<file path="config.mk">
export PLATFORM = sky130hd
export DESIGN_NAME = sa_os_seq_ctrl_flat
export DESIGN_NICKNAME = d
export VERILOG_FILES = /design/src/rtl/sa_os_seq_ctrl_if.sv /design/src/rtl/sa_os_seq_ctrl.sv /design/src/flat_wrapper.sv
export SDC_FILE = /design/constraint.sdc
export NUM_CORES = 1
export LEC_CHECK = 0
export BUFFER_PORTS_ARGS = -buffer_cell sky130_fd_sc_hd__clkbuf_2
export CORE_MARGIN = 3
export CORE_UTILIZATION = 55
export CTS_BUF_LIST = sky130_fd_sc_hd__clkbuf_8
export DETAILED_ROUTE_END_ITERATION = 12
export GPL_TIMING_DRIVEN = 0
export MAX_ROUTING_LAYER = met4
export PLACE_DENSITY = 0.79
export SYNTH_ARGS = -nofsm -noshare
export SYNTH_HDL_FRONTEND = slang
export SYNTH_SLANG_ARGS = --single-unit
</file>
<file path="constraint.sdc">
create_clock -name CLK -period 4.3 [get_ports CLK]
set_input_delay 1.29 -clock CLK [delete_from_list [all_inputs] [get_ports CLK]]
set_output_delay 1.29 -clock CLK [all_outputs]
set_load 0.1 [all_outputs]
</file>
<file path="src/rtl/sa_os_seq_ctrl_if.sv">
// Handshake/bus bundle between the job/DMA front-end and the systolic-array sequencer.
//   start, k_len          job request and its accumulation length (front-end -> sequencer)
//   src_ready, out_ready  operand-source and result-sink readiness (front-end -> sequencer)
//   busy, done, err       job status (sequencer -> front-end)
//   pe_clr, pe_en         PE accumulator clear and global grid enable
//   feed_vld, k_idx       operand fetch strobe and fetch index
//   row_vld, col_vld      skewed operand valids per PE row / column
//   out_valid, drain_row  result drain strobe and selected PE row
interface sa_os_seq_ctrl_if #(
  parameter int unsigned ROWS = 4,
  parameter int unsigned COLS = 4,
  parameter int unsigned KW   = 16
);
  localparam int unsigned RW = (ROWS > 1) ? $clog2(ROWS) : 1;

  logic            start;
  logic [KW-1:0]   k_len;
  logic            src_ready;
  logic            out_ready;
  logic            busy;
  logic            done;
  logic            err;
  logic            pe_clr;
  logic            pe_en;
  logic            feed_vld;
  logic [KW-1:0]   k_idx;
  logic [ROWS-1:0] row_vld;
  logic [COLS-1:0] col_vld;
  logic            out_valid;
  logic [RW-1:0]   drain_row;

  // Front-end side
  modport master (
    output start, k_len, src_ready, out_ready,
    input  busy, done, err, pe_clr, pe_en, feed_vld, k_idx,
           row_vld, col_vld, out_valid, drain_row
  );

  // Sequencer side
  modport slave (
    input  start, k_len, src_ready, out_ready,
    output busy, done, err, pe_clr, pe_en, feed_vld, k_idx,
           row_vld, col_vld, out_valid, drain_row
  );
endinterface

</file>
<file path="src/rtl/sa_os_seq_ctrl.sv">
// Sequencer for an output-stationary systolic array of MAC PEs.
// Per job: clear accumulators, issue k_len skewed operand fetches (stalling the grid
// on source back-pressure), wait for the wavefront to flush, then drain rows.
// Ports:
//   CLK  rising-edge clock
//   RST  synchronous reset, active high (aborts any job, no done pulse)
//   bus  sa_os_seq_ctrl_if.slave: job request in, PE control and drain strobes out
// feed_vld, pe_en, row_vld[0] and col_vld[0] follow src_ready in the same cycle;
// every other output comes straight from a register.
// Requires ROWS+COLS-2+PE_LAT >= 1.
module sa_os_seq_ctrl #(
  parameter int unsigned ROWS   = 4,
  parameter int unsigned COLS   = 4,
  parameter int unsigned KW     = 16,
  parameter int unsigned PE_LAT = 1
) (
  input logic             CLK,
  input logic             RST,
  sa_os_seq_ctrl_if.slave bus
);
  localparam int unsigned RW        = (ROWS > 1) ? $clog2(ROWS) : 1;
  localparam int unsigned FLUSH_CYC = ROWS + COLS - 2 + PE_LAT;
  localparam int unsigned FW        = $clog2(FLUSH_CYC + 1);
  localparam int unsigned SH        = (ROWS > COLS) ? ROWS : COLS;
  localparam int unsigned SHW       = (SH > 1) ? SH - 1 : 1;

  typedef enum logic [2:0] {
    S_IDLE, S_CLEAR, S_FEED, S_FLUSH, S_DRAIN, S_DONE
  } state_t;

  state_t          state;
  logic            busy_q, done_q, err_q, pe_clr_q, out_valid_q;
  logic [RW-1:0]   drain_row_q;
  logic [KW-1:0]   k_idx_q, k_len_q;
  logic [FW-1:0]   flush_cnt_q;
  logic [SHW-1:0]  skew_q;

  logic            feed_vld_c, pe_en_c, last_fetch_c;
  logic [SHW:0]    chain_c;

  // Fetch strobe and grid enable follow the source handshake directly
  assign feed_vld_c   = (state == S_FEED) && bus.src_ready;
  assign pe_en_c      = (state == S_CLEAR) || (state == S_FLUSH) || feed_vld_c;
  assign last_fetch_c = (k_idx_q == k_len_q - KW'(1));

  // One shared delay line: bit i is feed_vld delayed by i enabled cycles
  assign chain_c = {skew_q, feed_vld_c};

  always_ff @(posedge CLK) begin
    if (RST) begin
      state       <= S_IDLE;
      busy_q      <= 1'b0;
      done_q      <= 1'b0;
      err_q       <= 1'b0;
      pe_clr_q    <= 1'b0;
      out_valid_q <= 1'b0;
      drain_row_q <= '0;
      k_idx_q     <= '0;
      k_len_q     <= '0;
      flush_cnt_q <= '0;
      skew_q      <= '0;
    end else begin
      done_q   <= 1'b0;
      err_q    <= 1'b0;
      pe_clr_q <= 1'b0;

      // Skew registers freeze with the grid
      if (pe_en_c) skew_q <= chain_c[SHW-1:0];

      case (state)
        S_IDLE: begin
          if (bus.start) begin
            if (bus.k_len != '0) begin
              k_len_q  <= bus.k_len;
              busy_q   <= 1'b1;
              pe_clr_q <= 1'b1;
              state    <= S_CLEAR;
            end else begin
              err_q <= 1'b1;
            end
          end
        end
        S_CLEAR: begin
          k_idx_q <= '0;
          state   <= S_FEED;
        end
        S_FEED: begin
          // Compare against k_len-1 so k_len = 2^KW-1 never wraps the index
          if (bus.src_ready) begin
            if (last_fetch_c) begin
              k_idx_q     <= '0;
              flush_cnt_q <= '0;
              state       <= S_FLUSH;
            end else begin
              k_idx_q <= k_idx_q + KW'(1);
            end
          end
        end
        S_FLUSH: begin
          if (flush_cnt_q == FW'(FLUSH_CYC - 1)) begin
            out_valid_q <= 1'b1;
            drain_row_q <= '0;
            state       <= S_DRAIN;
          end else begin
            flush_cnt_q <= flush_cnt_q + FW'(1);
          end
        end
        S_DRAIN: begin
          if (bus.out_ready) begin
            if (drain_row_q == RW'(ROWS - 1)) begin
              out_valid_q <= 1'b0;
              drain_row_q <= '0;
              done_q      <= 1'b1;
              state       <= S_DONE;
            end else begin
              drain_row_q <= drain_row_q + RW'(1);
            end
          end
        end
        S_DONE: begin
          busy_q <= 1'b0;
          state  <= S_IDLE;
        end
        default: state <= S_IDLE;
      endcase
    end
  end

  assign bus.busy      = busy_q;
  assign bus.done      = done_q;
  assign bus.err       = err_q;
  assign bus.pe_clr    = pe_clr_q;
  assign bus.pe_en     = pe_en_c;
  assign bus.feed_vld  = feed_vld_c;
  assign bus.k_idx     = k_idx_q;
  assign bus.row_vld   = chain_c[ROWS-1:0];
  assign bus.col_vld   = chain_c[COLS-1:0];
  assign bus.out_valid = out_valid_q;
  assign bus.drain_row = drain_row_q;
endmodule
</file>
<file path="src/flat_wrapper.sv">
// flat-port wrapper written by rule: the top's interface ports become plain ports
module sa_os_seq_ctrl_flat 
#(
  parameter int unsigned ROWS   = 4,
  parameter int unsigned COLS   = 4,
  parameter int unsigned KW     = 16,
  parameter int unsigned PE_LAT = 1
)
  (CLK, RST, bus_start, bus_k_len, bus_src_ready, bus_out_ready, bus_busy, bus_done, bus_err, bus_pe_clr, bus_pe_en, bus_feed_vld, bus_k_idx, bus_row_vld, bus_col_vld, bus_out_valid, bus_drain_row);
  sa_os_seq_ctrl_if #(.ROWS(ROWS), .COLS(COLS), .KW(KW)) bus_i ();
  input logic CLK;
  input logic RST;
  input wire logic [$bits(bus_i.start)-1:0] bus_start;
  input wire logic [$bits(bus_i.k_len)-1:0] bus_k_len;
  input wire logic [$bits(bus_i.src_ready)-1:0] bus_src_ready;
  input wire logic [$bits(bus_i.out_ready)-1:0] bus_out_ready;
  output wire logic [$bits(bus_i.busy)-1:0] bus_busy;
  output wire logic [$bits(bus_i.done)-1:0] bus_done;
  output wire logic [$bits(bus_i.err)-1:0] bus_err;
  output wire logic [$bits(bus_i.pe_clr)-1:0] bus_pe_clr;
  output wire logic [$bits(bus_i.pe_en)-1:0] bus_pe_en;
  output wire logic [$bits(bus_i.feed_vld)-1:0] bus_feed_vld;
  output wire logic [$bits(bus_i.k_idx)-1:0] bus_k_idx;
  output wire logic [$bits(bus_i.row_vld)-1:0] bus_row_vld;
  output wire logic [$bits(bus_i.col_vld)-1:0] bus_col_vld;
  output wire logic [$bits(bus_i.out_valid)-1:0] bus_out_valid;
  output wire logic [$bits(bus_i.drain_row)-1:0] bus_drain_row;
  assign bus_i.start = bus_start;
  assign bus_i.k_len = bus_k_len;
  assign bus_i.src_ready = bus_src_ready;
  assign bus_i.out_ready = bus_out_ready;
  assign bus_busy = bus_i.busy;
  assign bus_done = bus_i.done;
  assign bus_err = bus_i.err;
  assign bus_pe_clr = bus_i.pe_clr;
  assign bus_pe_en = bus_i.pe_en;
  assign bus_feed_vld = bus_i.feed_vld;
  assign bus_k_idx = bus_i.k_idx;
  assign bus_row_vld = bus_i.row_vld;
  assign bus_col_vld = bus_i.col_vld;
  assign bus_out_valid = bus_i.out_valid;
  assign bus_drain_row = bus_i.drain_row;
  sa_os_seq_ctrl #(.ROWS(ROWS), .COLS(COLS), .KW(KW), .PE_LAT(PE_LAT)) u_core (.CLK(CLK), .RST(RST), .bus(bus_i));
endmodule
</file>
==> results.sh <==
export IMPL_drt_pass1_iter_count=5
export IMPL_synth_edf_count=0
export IMPL_hold_violations=0
export IMPL_via_per_inst=5.81
export IMPL_wire_per_inst_um=15.4
export IMPL_path_max_fanout=6
export IMPL_p_comb_frac=0.314
export IMPL_max_vdd_ir_drop_v=0.000312
export IMPL_cp_arrival_ns=2.33
export IMPL_start_kind="primary input"
export IMPL_nets=419
export IMPL_path_class="primary input to output pin"
export IMPL_post_cts_setup_buffer_count=0
export IMPL_grtUsageMet2=0.412
export IMPL_ys_seq_elements=48
export IMPL_numCtsBuffers=5
export IMPL_route_detailed_drc=0
export IMPL_finalMaxSlewViolations=0
export IMPL_whs_path_depth=2
export IMPL_portBuffers=53
export IMPL_hp_class="register to register"
export IMPL_clkTransAtPathRegs_ns=0.08
export IMPL_setup_worst_path_start="bus_src_ready"
export IMPL_synth_area_um2=2910
export IMPL_skew_ns=0.00899
export IMPL_row_count=25
export IMPL_power_density_nw_per_um2=399
export IMPL_gr_total_overflow=0
export IMPL_use_met1=0.296
export IMPL_rsz0062_at_grt="false"
export IMPL_vias=2679
export IMPL_grt_pass1_wl_mm=11.8
export IMPL_fp_coreArea_um2=4910
export IMPL_switching_power_mw=0.458
export IMPL_grt_pass1_vias=2484
export IMPL_worstMarginPinSlew_ns=0.965
export IMPL_area_growth_pct=17.5
export IMPL_fillers=413
export IMPL_h_tree_depth=2
export IMPL_fin_crit_sh=0.841
export IMPL_slowest_delay_ns=0.37
export IMPL_dieHeight_um=78.7
export IMPL_insertedDiodeCount=0
export IMPL_track_usage=0.244
export IMPL_max_freq_mhz=276
export IMPL_dpl_hpwl_mm=5.23
export IMPL_cts_resized=0
export IMPL_cp_data_required_time_ns=3.01
export IMPL_synth_fp_nets=359
export IMPL_antenna_found_initial=0
export IMPL_r2r_cells=10
export IMPL_regArea_um2=961
export IMPL_grt_met3_usage=0.0390
export IMPL_crit_reg2reg_launch="u_core.k_len_q[0]"
export IMPL_endpoint_kind="output pin"
export IMPL_p_sw_frac=0.336
export IMPL_antenna_left=0
export IMPL_synth_yosys_seq_area_share=0.331
export IMPL_synthArstFlopShare=0
export IMPL_maxSlewHeadroom=0.351
export IMPL_yosysWarnings=0
export IMPL_p_clk_frac=0.329
export IMPL_tns_ns=0
export IMPL_worstSkewPairLatency_ns=0.31
export IMPL_cts_root_buffer="clkbuf_8"
export IMPL_p_leak_nw=1.44
export IMPL_synthFlopType="dfxtp_1"
export IMPL_ioPinCount=54
export IMPL_hp_start="u_core.bus.busy"
export IMPL_postCtsHoldBufs=0
export IMPL_power_internal_mw=0.905
export IMPL_setup_viol=0
export IMPL_slowest_stage="clkbuf_2"
export IMPL_drt_wl_total_mm=7.08
export IMPL_start_util=0.592
export IMPL_clockBufferDepth=2
export IMPL_synthCells=333
export IMPL_crit_path_cell_trace="clkbuf_2 > and3_2 > nor2_1 > inv_1 > clkbuf_2"
export IMPL_die_w_um=78.7
export IMPL_dieArea_um2=6190
export IMPL_grt_busiest_layer="met2"
export IMPL_crit_top_cell="clkbuf_2"
export IMPL_drtIter0Drc=172
export IMPL_grt_max_degree=16
export IMPL_cts_tree="yes"
export IMPL_timing_final_crit_period_ns=3.62
export IMPL_place_gp_congestion=0.850
export IMPL_hold_slack_ns=0.481
export IMPL_drive_above_1_share=0.244
export IMPL_p_seq_frac=0.357
export IMPL_multi_input_area_um2=1750
export IMPL_status="complete, no violations"
export IMPL_maxCapViolations=0
export IMPL_ys_types=56
export IMPL_cts_sinks=48
export IMPL_avgSynthCellArea_um2=8.72
-- cell type report --
class                           instances  share of cell area
Multi-Input combinational cell        248               0.514
Buffer                                 30              0.0484
Timing Repair Buffer                   53              0.0777
Clock buffer                            5              0.0202
Inverter                                7             0.00770
Clock inverter                          3              0.0264
Sequential cell                        48               0.281
Tap cell                               67              0.0246
-- flip-flops by register name, indices dropped and copies added (netlist names) --
name,cells
u_core.k_len_q,16
u_core.flush_cnt_q,3
u_core.bus.k_idx,16
u_core.skew_q,3
u_core.bus.busy,1
u_core.bus.pe_clr,1
u_core.state,3
u_core.bus.drain_row,2
u_core.bus.done,1
u_core.bus.out_valid,1
u_core.bus.err,1
-- kinds of logic after synthesis --
| family | Yosys count | synth area share |
|---|---|---|
| AO/OA/AOI/OAI | 57 | 0.168 |
| XOR/XNOR | 32 | 0.0965 |
| adder cells (fa/ha/maj) | 5 | 0.0215 |
| buffers and inverters | 37 | 0.0659 |
| flip-flops | 48 | 0.331 |
| multiplexers | 20 | 0.0698 |
| AND/OR/NAND/NOR | 134 | 0.247 |
-- cell usage in the layout (no fill, tap or decap), drive strengths merged, types with 3 or more instances in the layout --
master   n
ha       5
or3      3
xnor2   14
mux2i   18
a21oi   13
nor4b    3
xor2    18
nand4   15
nand2b   6
nor4    13
dfxtp   48
bufinv   3
clkbuf  75
o211ai   4
nand2   15
and3     4
nor2b    4
nor3     9
nor2    42
inv      7
buf     13
a211oi  18
nand3    7
o21ai    8
-- critical path, delay by kind of cell --
family        cells  cell delay, ns
simple gates      2            0.50
buf+inv           3            0.54
-- power groups by stage --
stage | registers, mW | clock network (mW) | logic (mW)
2_1_floorplan | 0.520 | 0 | 0.317
3_3_place_gp | 0.496 | 0 | 0.411
3_5_place_dp | 0.496 | 0 | 0.420
4_1_cts | 0.486 | 0.448 | 0.425
5_1_grt | 0.489 | 0.466 | 0.463
6_report | 0.486 | 0.448 | 0.428
-- through the flow --
step / cell area [um^2] / worst slack (ns) / instances / power, mW / utilization
after global placement: 3260 / 0.683 / 453 / 0.907 / 0.663
after CTS: 3410 / 0.679 / 461 / 1.36 / 0.695
after floorplan: 2910 / 0.368 / 333 / 0.837 / -
final: 3410 / 0.682 / 461 / 1.36 / 0.695
after global routing: 3410 / 0.599 / 461 / 1.42 / 0.695
after detailed placement: 3260 / 0.680 / 453 / 0.917 / 0.663
-- cell usage after synthesis, types with 2 or more instances --
library cell / n / area share
nor4b_1: 3 / 0.0090
buf_2: 3 / 0.0052
xnor2_1: 14 / 0.042
nand3b_1: 2 / 0.0052
xor2_1: 18 / 0.054
nor2b_1: 4 / 0.0086
nand4_1: 14 / 0.030
nand2_1: 15 / 0.019
o21ai_1: 2 / 0.0034
and2_1: 2 / 0.0043
and3_1: 4 / 0.0086
mux2i_1: 18 / 0.062
nand4b_1: 2 / 0.0060
a21oi_1: 12 / 0.021
a211oi_1: 7 / 0.018
nor2_1: 42 / 0.054
o21ai_0: 3 / 0.0052
nor3b_1: 2 / 0.0052
dfxtp_1: 48 / 0.33
a211oi_2: 11 / 0.047
ha_1: 5 / 0.022
or3_1: 3 / 0.0065
o21ai_2: 2 / 0.0060
a31oi_1: 2 / 0.0043
inv_1: 7 / 0.0090
nand3_1: 7 / 0.012
buf_4: 5 / 0.013
nand2b_1: 6 / 0.013
nor3_1: 9 / 0.016
buf_6: 4 / 0.016
clkbuf_1: 17 / 0.022
nor4_1: 13 / 0.028
o211ai_1: 4 / 0.010
-- worst paths after layout --
check	endpoint	slack [ns]
max	bus_pe_en	0.68
min	u_core.bus.busy	0.48
max reg2reg	u_core.flush_cnt_q[1]	1.27
min reg2reg	u_core.bus.busy	0.48
-- layer usage --
| layer | wire, um | share of wire | vias to the layer above |
|---|---|---|---|
| met3 | 326 | 0.046 | 11 |
| met5 | 0 | 0 | - |
| met4 | 124 | 0.018 | 0 |
| met1 | 3120 | 0.44 | 1261 |
| li1 | - | - | 1326 |
| met2 | 3510 | 0.50 | 81 |
Power figures use the tool's default switching activity.
